`src/rtl/spi_frame_fsm.sv`:
```
// -----------------------------------------------------------------------------
// spi_frame_fsm
// Control FSM for the SPI memory path. Decodes one framed transaction per
// chip-select-low window: an address byte (WIDTH-1 address bits + R/W bit in
// the LSB), followed by one data byte shifted in (write) or out (read).
//
// Ports
//   clk      in   1        system clock, all logic on posedge
//   reset    in   1        synchronous, active-high
//   cs       in   1        conditioned chip select, active-low
//   sclk_pe  in   1        one-cycle pulse on SCLK rising edge
//   sclk_ne  in   1        one-cycle pulse on SCLK falling edge
//   sr_q     in   WIDTH    shift register parallel out, sr_q[0] = newest bit
//   addr     out  WIDTH-1  latched transaction address
//   dm_we    out  1        data-memory write strobe (one cycle)
//   sr_load  out  1        shift-register parallel load strobe (one cycle)
//   miso_en  out  1        MISO output buffer enable
//   busy     out  1        FSM not idle
// -----------------------------------------------------------------------------
module spi_frame_fsm #(
    parameter int unsigned WIDTH = 8
) (
    input  logic             clk,
    input  logic             reset,
    input  logic             cs,
    input  logic             sclk_pe,
    input  logic             sclk_ne,
    input  logic [WIDTH-1:0] sr_q,
    output logic [WIDTH-2:0] addr,
    output logic             dm_we,
    output logic             sr_load,
    output logic             miso_en,
    output logic             busy
);

    localparam int unsigned CW = $clog2(WIDTH + 1);
    localparam int unsigned SW = 3;

    localparam logic [SW-1:0] IDLE        = 3'd0;
    localparam logic [SW-1:0] GET_ADDR    = 3'd1;
    localparam logic [SW-1:0] GOT_ADDR    = 3'd2;
    localparam logic [SW-1:0] READ_LOAD   = 3'd3;
    localparam logic [SW-1:0] READ_SEND   = 3'd4;
    localparam logic [SW-1:0] WRITE_GET   = 3'd5;
    localparam logic [SW-1:0] WRITE_STORE = 3'd6;
    localparam logic [SW-1:0] DONE        = 3'd7;

    localparam logic [CW-1:0] COUNT_FULL = CW'(WIDTH);
    localparam logic [CW-1:0] COUNT_ONE  = CW'(1);

    logic [SW-1:0]    state;
    logic [SW-1:0]    state_next;
    logic [CW-1:0]    count;
    logic [CW-1:0]    count_next;
    logic             rw;
    logic             rw_next;
    logic [WIDTH-2:0] addr_next;
    logic             dm_we_next;
    logic             sr_load_next;
    logic             miso_en_next;
    logic             busy_next;

    // State, counter, address and output registers.
    always_ff @(posedge clk) begin
        if (reset) begin
            state   <= IDLE;
            count   <= '0;
            rw      <= 1'b0;
            addr    <= '0;
            dm_we   <= 1'b0;
            sr_load <= 1'b0;
            miso_en <= 1'b0;
            busy    <= 1'b0;
        end else begin
            state   <= state_next;
            count   <= count_next;
            rw      <= rw_next;
            addr    <= addr_next;
            dm_we   <= dm_we_next;
            sr_load <= sr_load_next;
            miso_en <= miso_en_next;
            busy    <= busy_next;
        end
    end

    // Next-state logic. The count only advances on the edge that matters in
    // the current state and stops at WIDTH; the cycle that sees a full count
    // is the transition cycle, so any edge arriving then is dropped.
    always_comb begin
        state_next = state;
        count_next = count;
        rw_next    = rw;
        addr_next  = addr;

        if (cs) begin
            state_next = IDLE;
            count_next = '0;
        end else begin
            case (state)
                IDLE: begin
                    state_next = GET_ADDR;
                    count_next = '0;
                end
                GET_ADDR: begin
                    if (count == COUNT_FULL) begin
                        state_next = GOT_ADDR;
                    end else if (sclk_pe) begin
                        count_next = count + COUNT_ONE;
                    end
                end
                GOT_ADDR: begin
                    addr_next  = sr_q[WIDTH-1:1];
                    rw_next    = sr_q[0];
                    count_next = '0;
                    state_next = sr_q[0] ? READ_LOAD : WRITE_GET;
                end
                READ_LOAD: begin
                    state_next = READ_SEND;
                end
                READ_SEND: begin
                    if (count == COUNT_FULL) begin
                        state_next = DONE;
                    end else if (sclk_ne) begin
                        count_next = count + COUNT_ONE;
                    end
                end
                WRITE_GET: begin
                    if (count == COUNT_FULL) begin
                        state_next = WRITE_STORE;
                    end else if (sclk_pe) begin
                        count_next = count + COUNT_ONE;
                    end
                end
                WRITE_STORE: begin
                    state_next = DONE;
                end
                DONE: begin
                    state_next = DONE;
                end
                default: begin
                    state_next = IDLE;
                    count_next = '0;
                end
            endcase
        end
    end

    // Moore outputs, registered from the next state so they line up with it.
    always_comb begin
        dm_we_next   = 1'b0;
        sr_load_next = 1'b0;
        miso_en_next = 1'b0;
        busy_next    = 1'b0;
        dm_we_next   = (state_next == WRITE_STORE);
        sr_load_next = (state_next == READ_LOAD);
        miso_en_next = (state_next == READ_SEND);
        busy_next    = (state_next != IDLE);
    end

endmodule

```
`config.mk`:
```
export PLATFORM = sky130hd
export DESIGN_NAME = spi_frame_fsm
export DESIGN_NICKNAME = d
export VERILOG_FILES = /design/src/rtl/spi_frame_fsm.sv
export SDC_FILE = /design/constraint.sdc
export NUM_CORES = 1
export LEC_CHECK = 0
export BUFFER_PORTS_ARGS = -buffer_cell sky130_fd_sc_hd__buf_2
export CORE_MARGIN = 2
export CORE_UTILIZATION = 40
export CTS_CLUSTER_SIZE = 8
export DETAILED_ROUTE_END_ITERATION = 16
export PLACE_DENSITY = 0.69
export SYNTH_ARGS = -nofsm -noshare
export SYNTH_HDL_FRONTEND = slang
export SYNTH_SLANG_ARGS = --single-unit
```
`constraint.sdc`:
```
create_clock -name clk -period 2.9 [get_ports clk]
set_clock_uncertainty 0.1 [all_clocks]
set_input_delay 0.87 -clock clk [delete_from_list [all_inputs] [get_ports clk]]
set_output_delay 0.87 -clock clk [all_outputs]
set_load 0.03 [all_outputs]
```
==> results.cfg, run 1 <==
[yosys]
ys_seq_area_share_pct = 44.7
syn_area_um2 = 807
ys_seq_elements = 18
synth_cell_type_count = 25
synthTopCellsByArea = dfxtp_1 45%, mux2i_1 9.9%, nor2_1 7.0%, a32oi_4 3.4%, a21oi_1 3.1%
yosysMostFrequentCell = dfxtp_1
ys_async_sr_fraction_pct = 0
synth_top_area_share_pct = 44.7
ys_warn_count = 0
yosysTopAreaCell = dfxtp_1
synth_flop_cell = dfxtp_1
synth_commonest_cells = 18 x dfxtp_1, 15 x nor2_1, 8 x mux2i_1
avgSynthCellArea_um2 = 9.38
syn_inst = 86
synth_edf_count = 0
syn_nets = 101

[critical_path]
slowest_delay_ns = 0.35
crit_arrival_ns = 0.83
cp_slowest_cell = dfxtp_1
crit_fanout = 2
crit_family = flip-flops
worst-path-buf-inv = 1
end_kind = output port
worstSetupPathType = flop to output port
startpoint_type = flop
crit_chain = buf_2
cp.required_ns = 1.93

[finish]
num-fill-cells = 188
syn_to_final_growth_pct = 20.2
drive_gt1_share_pct = 29.4
nNetsFinal = 125
fin_cells = 136
antenna-diode-count = 0
stdcell_area_um2 = 970

[floorplan]
ioPinCount = 24
die_x_um = 48.9
rows = 16
initial_core_util_pct = 42.0
dieArea_mm2 = 0.00239
die_h_um = 48.9
core_area_mm2 = 0.00192

[power]
cellPowerDensity_mw_per_mm2 = 436
ir_worst_vdd_mv = 0.232
p_leak_uw = 0.000389

[min_path]
hold_class = flop to flop

[cts]
clkLatencyLatePin_ns = 0.28
cts_root_buffer = clkbuf_4
tritoncts = done
post_cts_resized = 0
htreeDepth = 1
cts_inserted_buffers = 3
cts.path.max_buffers = 2
post-cts-setup-buffers = 0
cts.sinks = 18
hold_buffers = 0
clk_pin_slew_ns = 0.10

[drt]
vias_per_cell = 4.75
dr.first_iter.drc_count = 5
drt_wl_total_um = 1460
drcViolationCount = 0
num_vias = 646
drtPass1Iterations = 4
antenna_left = 0
wire_per_inst_um = 10.7

[grt]
grt_pass1_wl_um = 2550
grt_max_degree = 11
antenna_found_initial = 0
track_usage_pct = 13.5
grt_pass1_vias = 597
gr-total-overflow = 0

[job]
max-cap-violations = 0

[placement]
placedInstanceArea_um2 = 933
routabilityCongestion = 0.814
dp.cells = 132
io_buffers = 23
dp.final_hpwl_um = 1150

[timing]
final.setup.tns_ns = 0
finalSetupViolCount = 0
tightest_slew_ns = 0.454
period_needed_ns = 1.80
relSlewSlack_pct = 69.6
drv_slew = 0
rsz0062_at_grt = no
fmax_mhz = 555
hold_viol_final = 0
finalCritPeriodShare_pct = 62.1

[status]
status = complete, no violations
final cells by class:
cell class                 count  area [um^2]  area share [%]
clock buffer                   4         36.3            3.74
inverter                       5         18.8            1.94
multi-input combinational     59          405            41.8
sequential                    18          360            37.2
tap                           27         33.8            3.48
timing repair buffer          23          115            11.9
placed cells by master, fill, tap and decap left out:
cell type  count
buf_2         23
dfxtp_1       18
nor2_1        15
mux2i_1        8
nand2_1        5
a21oi_1        5
o21ai_0        5
inv_1          4
nand2b_1       3
a21boi_1       3
clkbuf_4       3
nand3_1        2
ha_1           2
nand3b_4       1
or2_1          1
nor4_1         1
or2b_2         1
clkinv_1       1
a32oi_4        1
o2111ai_1      1
or3_1          1
nor3_4         1
and3_1         1
or4b_1         1
or3_2          1
clkbuf_8       1
registers in the layout (all words and copies together) (netlist names):
| signal | flops |
|---|---|
| state | 3 |
| count | 4 |
| sr_load | 1 |
| addr | 7 |
| miso_en | 1 |
| busy | 1 |
| dm_we | 1 |
stage by stage:
step	total power, uW	worst slack [ns]	hold slack, ns	utilization [%]
2_1_floorplan	269	0.980	0.365	-
3_3_place_gp	279	0.951	0.375	48.6
3_5_place_dp	279	0.891	0.384	48.6
4_1_cts	430	1.09	0.410	50.5
5_1_grt	446	1.01	0.439	50.5
6_report	422	1.10	0.403	50.5
logic make-up after synthesis:
kind of cell / synth area share (%)
DFF: 44.7
buffers and inverters: 5.12
muxes: 9.92
and+or+nand+nor: 23.7
AOI/OAI and AO/OA: 13.5
adders and majority gates: 3.10
layer usage:
| metal | part of all wire (%) | vias to the layer above | routed length [um] | GRT usage [%] |
|---|---|---|---|---|
| met5 | 0 | - | 0 | 0 |
| met4 | 0 | 0 | 0 | 4.29 |
| met3 | 4.5 | 0 | 65 | 3.68 |
| met2 | 48 | 19 | 700 | 22.1 |
| met1 | 47 | 288 | 691 | 17.1 |
| li1 | - | 339 | - | - |
power by group:
part	internal [uW]	total, uW	switching [uW]
sequential	249	251	2.46
clock	76.3	149	72.8
combinational	9.85	21.8	12.0
final timing paths:
check	from	to	slack (ns)	depth (start not counted)
worst max-delay path	addr[1]	addr[1]	1.10	1
worst min-delay path	addr[4]	addr[4]	0.40	2
worst max register to register	count[0]	count[2]	1.12	6
worst min register to register	addr[4]	addr[4]	0.40	2
Power figures use the tool's default switching activity.
==> inputs of run 2 (changes only) <==
--- a/config.mk
+++ b/config.mk
@@ -10,7 +10,7 @@
 export CORE_UTILIZATION = 40
 export CTS_CLUSTER_SIZE = 8
 export DETAILED_ROUTE_END_ITERATION = 16
-export PLACE_DENSITY = 0.69
+export PLACE_DENSITY = 0.72
 export SYNTH_ARGS = -nofsm -noshare
 export SYNTH_HDL_FRONTEND = slang
 export SYNTH_SLANG_ARGS = --single-unit
==> constraint.sdc (replaced) <==
create_clock -name clk -period 1.5 [get_ports clk]
set_clock_uncertainty 0.1 [all_clocks]
set_input_delay 0.45 -clock clk [delete_from_list [all_inputs] [get_ports clk]]
set_output_delay 0.45 -clock clk [all_outputs]
set_load 0.03 [all_outputs]
==> results.cfg, run 2 (synthesis results as in run 1) <==
[power]
ir_worst_vdd_mv = 0.470
cellPowerDensity_mw_per_mm2 = 749
swShare_pct = 22.1
comb_power_share_pct = 7.2
power_frac_seq_pct = 57.2
p_leak_uw = 0.000476
clockPowerShare_pct = 35.6
internal_power_uw = 659
power_uw = 847
p_sw_uw = 187

[placement]
dp.final_hpwl_um = 1380
routabilityCongestion = 0.865
io_buffers = 23
placedInstanceArea_mm2 = 0.00105

[timing]
hold_slack_ns = 0.286
relSlewSlack_pct = 82.2
finalSetupViolCount = 2
finalCritPeriodShare_pct = 105
fmax_mhz = 633
hold_viol_final = 0
drv_slew = 0
period_needed_ns = 1.58
rsz0062_at_grt = yes
tightest_slew_ns = 0.265
setup_slack_ns = -0.0792

[critical_path]
end_kind = flop
startpoint_type = flop
cp.required_ns = 1.64
worst-path-buf-inv = 1
cp_slowest_cell = or4b_4
crit_chain = inv_2 -> ha_4 -> nand3b_4 -> a32oi_4 -> or4b_4 -> a21boi_2
crit_fanout = 4
crit_family = simple AND/OR/NAND/NOR gates
slowest_delay_ns = 0.53
reg2regPathDepth = 6
worstSetupPathType = flop to flop
crit_arrival_ns = 1.72
reg2reg_to = count[2]
regToRegStartpoint = count[0]
rrSetupSlack_ns = -0.08

[status]
violations = negative setup slack
status = complete, but fails checks

[floorplan]
die_x_um = 48.9
core_area_mm2 = 0.00192
rows = 16
initial_core_util_pct = 42.0
ioPinCount = 24
die_h_um = 48.9
dieArea_mm2 = 0.00239

[cts]
cts.sinks = 18
hold_buffers = 0
cts.path.max_buffers = 2
cts_root_buffer = clkbuf_4
cts_inserted_buffers = 3
tritoncts = done
htreeDepth = 1
clk_pin_slew_ns = 0.10
clkLatencyLatePin_ns = 0.29

[drt]
num_vias = 739
drt_wl_total_um = 1800
dr.first_iter.drc_count = 7
wire_per_inst_um = 11.9
drcViolationCount = 0
antenna_left = 0
vias_per_cell = 4.89
drtPass1Iterations = 6

[grt]
track_usage_pct = 16.2
gr-total-overflow = 0
antenna_found_initial = 0
grt_pass1_wl_um = 2940
grt_max_degree = 11
grt_pass1_vias = 721

[finish]
final_common_cell = buf_2
mostFrequentLayoutCells = 23 x buf_2, 15 x dfxtp_1, 14 x nor2_1, 14 x buf_4, 8 x mux2i_1
nNetsFinal = 140
regMostFlops = addr
syn_to_final_growth_pct = 40.2
top_regs = addr (7), count (4), state (3)
num-fill-cells = 172
multi_input_area_um2 = 438
antenna-diode-count = 0
stdcell_area_mm2 = 0.00113
regArea_um2 = 364
largest_reg_flops = 7
drive_gt1_share_pct = 46.8

[min_path]
hold_end = addr[3]
worstHoldStart = sr_q[4]
hold_depth = 3
hold_class = input port to flop

[job]
max-cap-violations = 0
run 2: cell count changes in the layout (fill, tap and decap cells not counted), sizes merged:
cell,previous run,this run
buf,23,38
run 2: cell type report:
cell class	count	area share [%]
repair buffers	38	21.2
clock buffers	4	3.21
well taps	27	2.99
inverters	5	1.66
multi-input cells	59	38.7
flip-flops and latches	18	32.2
run 2: how the worst max path moves through the flow:
stage | from | to | slack (ns) | cells after the start
final | count[0] | count[2] | -0.08 | 6
after global routing | count[0] | count[2] | -0.13 | 6
after CTS | count[0] | count[2] | -0.12 | 6
after detailed placement | count[1] | count[2] | -0.09 | 6
after global placement | count[1] | count[2] | -0.004 | 6
after floorplan | count[0] | count[2] | -0.05 | 6
run 2: repair_timing:
action                     4_1_cts  5_1_grt
pin swaps                        3        2
resized for setup                1        6
setup buffers                    2        2
setup endpoints to repair        2        4
hold endpoints to repair         0        0
run 2: layer usage:
metal / global-route usage, % / share of wire, %
met4: 9.52 / 0.89
met2: 29.2 / 50
met3: 3.07 / 5.3
met5: 0 / 0
met1: 17.4 / 43
run 2: power groups by stage:
| stage | combinational, uW | clock (uW) | sequential, uW |
|---|---|---|---|
| after floorplan | 24.3 | 0 | 497 |
| after global placement | 55.6 | 0 | 495 |
| after detailed placement | 57.6 | 0 | 495 |
| after CTS | 58.2 | 309 | 484 |
| after global routing | 65.5 | 336 | 485 |
| final | 60.8 | 302 | 484 |
run 2: worst min-delay path, stage by stage:
cell     delay [ns]
buf_2          0.07
mux2i_1        0.06
nor2_1         0.07
run 2: metrics by stage:
stage | setup slack (ns) | instances | utilization (%) | TNS [ns]
4_1_cts | -0.117 | 149 | 57.1 | -0.123
5_1_grt | -0.134 | 151 | 58.9 | -0.269
2_1_floorplan | -0.0499 | 86 | - | -0.0499
6_report | -0.0792 | 151 | 58.9 | -0.129
3_3_place_gp | -0.00396 | 143 | 54.4 | -0.00396
3_5_place_dp | -0.0921 | 143 | 54.4 | -0.0921
==> inputs of run 3 (changes only) <==
--- a/config.mk
+++ b/config.mk
@@ -5,12 +5,13 @@
 export SDC_FILE = /design/constraint.sdc
 export NUM_CORES = 1
 export LEC_CHECK = 0
+export ABC_AREA = 1
 export BUFFER_PORTS_ARGS = -buffer_cell sky130_fd_sc_hd__buf_2
 export CORE_MARGIN = 2
 export CORE_UTILIZATION = 40
 export CTS_CLUSTER_SIZE = 8
 export DETAILED_ROUTE_END_ITERATION = 16
-export PLACE_DENSITY = 0.72
+export PLACE_DENSITY = 0.71
 export SYNTH_ARGS = -nofsm -noshare
 export SYNTH_HDL_FRONTEND = slang
 export SYNTH_SLANG_ARGS = --single-unit
==> results.cfg, run 3 <==
[finish]
antenna-diode-count = 0
num-fill-cells = 210
top_regs = addr (7), count (4), state (3)
regArea_um2 = 363
syn_to_final_growth_pct = 22.2
mostFrequentLayoutCells = 23 x buf_2, 20 x nor2_1, 19 x nand2_1, 16 x dfxtp_1, 12 x inv_1
largest_reg_flops = 7
fin_cells = 167
stdcell_area_mm2 = 0.00105
drive_gt1_share_pct = 32.1
regMostFlops = addr
nNetsFinal = 156
final_common_cell = buf_2
multi_input_area_um2 = 434

[yosys]
ys_warn_count = 0
synth_flop_cell = dfxtp_1
ys_async_sr_fraction_pct = 0
syn_inst = 113
yosysTopAreaCell = dfxtp_1
yosysMostFrequentCell = nor2_1
avgSynthCellArea_um2 = 7.57
ys_seq_elements = 18
ys_seq_area_share_pct = 42.1
synth_top_area_share_pct = 42.1
synth_cell_type_count = 19
syn_area_um2 = 856
syn_nets = 128
synth_edf_count = 0
synth_commonest_cells = 20 x nor2_1, 19 x nand2_1, 18 x dfxtp_1, 12 x inv_1
synthTopCellsByArea = dfxtp_1 42%, nor2_1 8.8%, nand2_1 8.3%, nand3_1 5.3%, o21ai_0 5.3%

[floorplan]
die_h_um = 50.3
core_area_mm2 = 0.00198
dieArea_mm2 = 0.00253
rows = 16
initial_core_util_pct = 43.2
die_x_um = 50.3
ioPinCount = 24

[critical_path]
path_depth = 9
rrSetupSlack_ns = 0.1
reg2reg_to = count[1]
end_kind = flop
crit_path_end = count[1]
worstSetupPathType = flop to flop
cp.required_ns = 1.58
worst-path-buf-inv = 1
crit_fanout = 5
crit_chain = inv_1 -> ha_2 -> nand3_4 -> nand2_4 -> nand2_2 -> nand2_4 -> nand2_1 -> nand2_1 -> nor2_2
reg2regPathDepth = 9
regToRegStartpoint = count[0]
crit_arrival_ns = 1.48
cp_slowest_cell = dfxtp_2
startpoint = count[0]
crit_family = simple AND/OR/NAND/NOR gates
slowest_delay_ns = 0.35
startpoint_type = flop

[timing]
finalCritPeriodShare_pct = 93.5
finalSetupViolCount = 0
setup_slack_ns = 0.0977
rsz0062_at_grt = no
relSlewSlack_pct = 76.7
period_needed_ns = 1.40
fmax_mhz = 713
hold_viol_final = 0
tightest_slew_ns = 0.349
drv_slew = 0
final.setup.tns_ns = 0

[grt]
grt_max_degree = 11
grt_pass1_vias = 703
track_usage_pct = 14.0
grt_pass1_wl_um = 2730
gr-total-overflow = 0
antenna_found_initial = 0

[power]
ir_worst_vdd_mv = 0.497
power_uw = 871
cellPowerDensity_mw_per_mm2 = 833
p_leak_uw = 0.000517

[placement]
io_buffers = 23
place_ws_ns = 0.0435
routabilityCongestion = 0.804
dp.final_hpwl_um = 1360
dp.cells = 163
placedInstanceArea_mm2 = 0.00100

[drt]
antenna_left = 0
wire_per_inst_um = 10.2
dr.first_iter.drc_count = 8
num_vias = 797
vias_per_cell = 4.77
drcViolationCount = 0
drt_wl_total_um = 1700
drtPass1Iterations = 4

[cts]
htreeDepth = 1
cts.sinks = 18
tritoncts = done
cts_inserted_buffers = 3
cts_root_buffer = clkbuf_4
clk_pin_slew_ns = 0.10
clkLatencyLatePin_ns = 0.29
hold_buffers = 0
cts.path.max_buffers = 2

[job]
max-cap-violations = 0

[min_path]
hold_class = input port to flop

[status]
status = complete, no violations
==> run 3: final cells by class <==
| class | instances | share of cell area [%] |
|---|---|---|
| tap | 27 | 3.23 |
| timing repair buffer | 24 | 11.7 |
| sequential | 18 | 34.7 |
| inverter | 15 | 5.38 |
| clock buffer | 4 | 3.47 |
| multi-input combinational | 79 | 41.5 |
==> run 3: stage by stage <==
step	util, %	hold slack [ns]
after floorplan	-	0.381
after global placement	50.7	0.363
after detailed placement	50.7	0.378
after CTS	52.5	0.236
after global routing	52.8	0.241
final	52.8	0.244
==> run 3: repair_timing <==
item                       in CTS  in global routing
hold endpoints to repair        0                  0
setup buffers                   0                  0
gates resized for setup         0                  3
setup endpoints to repair       0                  7
==> run 3: how the worst min path moves through the flow <==
| stage | start | endpoint | slack (ns) | cells past startpoint |
|---|---|---|---|---|
| 2_1_floorplan | count[0] | count[0] | 0.38 | 2 |
| 3_3_place_gp | addr[3] | addr[3] | 0.36 | 2 |
| 3_5_place_dp | addr[6] | addr[6] | 0.38 | 2 |
| 4_1_cts | reset | state[0] | 0.24 | 2 |
| 5_1_grt | reset | state[0] | 0.24 | 2 |
| 6_report | reset | state[0] | 0.24 | 2 |
==> run 3: kinds of logic (layout without fill, tap and decap cells) <==
group | after synthesis | count (layout) | synth area share, %
flops | 18 | 18 | 42.1
fa+ha+maj | 2 | 2 | 2.92
simple gates | 65 | 65 | 40.5
buf+inv | 16 | 43 | 7.46
compound gates | 12 | 12 | 7.02
==> run 3: routing by layer <==
| metal | GRT usage, % | vias to the layer above | share of wire (%) |
|---|---|---|---|
| li1 | - | 419 | - |
| met1 | 16.9 | 348 | 45 |
| met2 | 24.3 | 26 | 48 |
| met3 | 1.79 | 4 | 5.3 |
| met4 | 6.94 | 0 | 1.5 |
| met5 | 0 | - | 0 |
==> run 3: power breakdown <==
group / switching, uW / internal, uW
Combinational: 54.1 / 38.9
Sequential: 5.36 / 483
Clock: 142 / 148
Total: 201 / 670
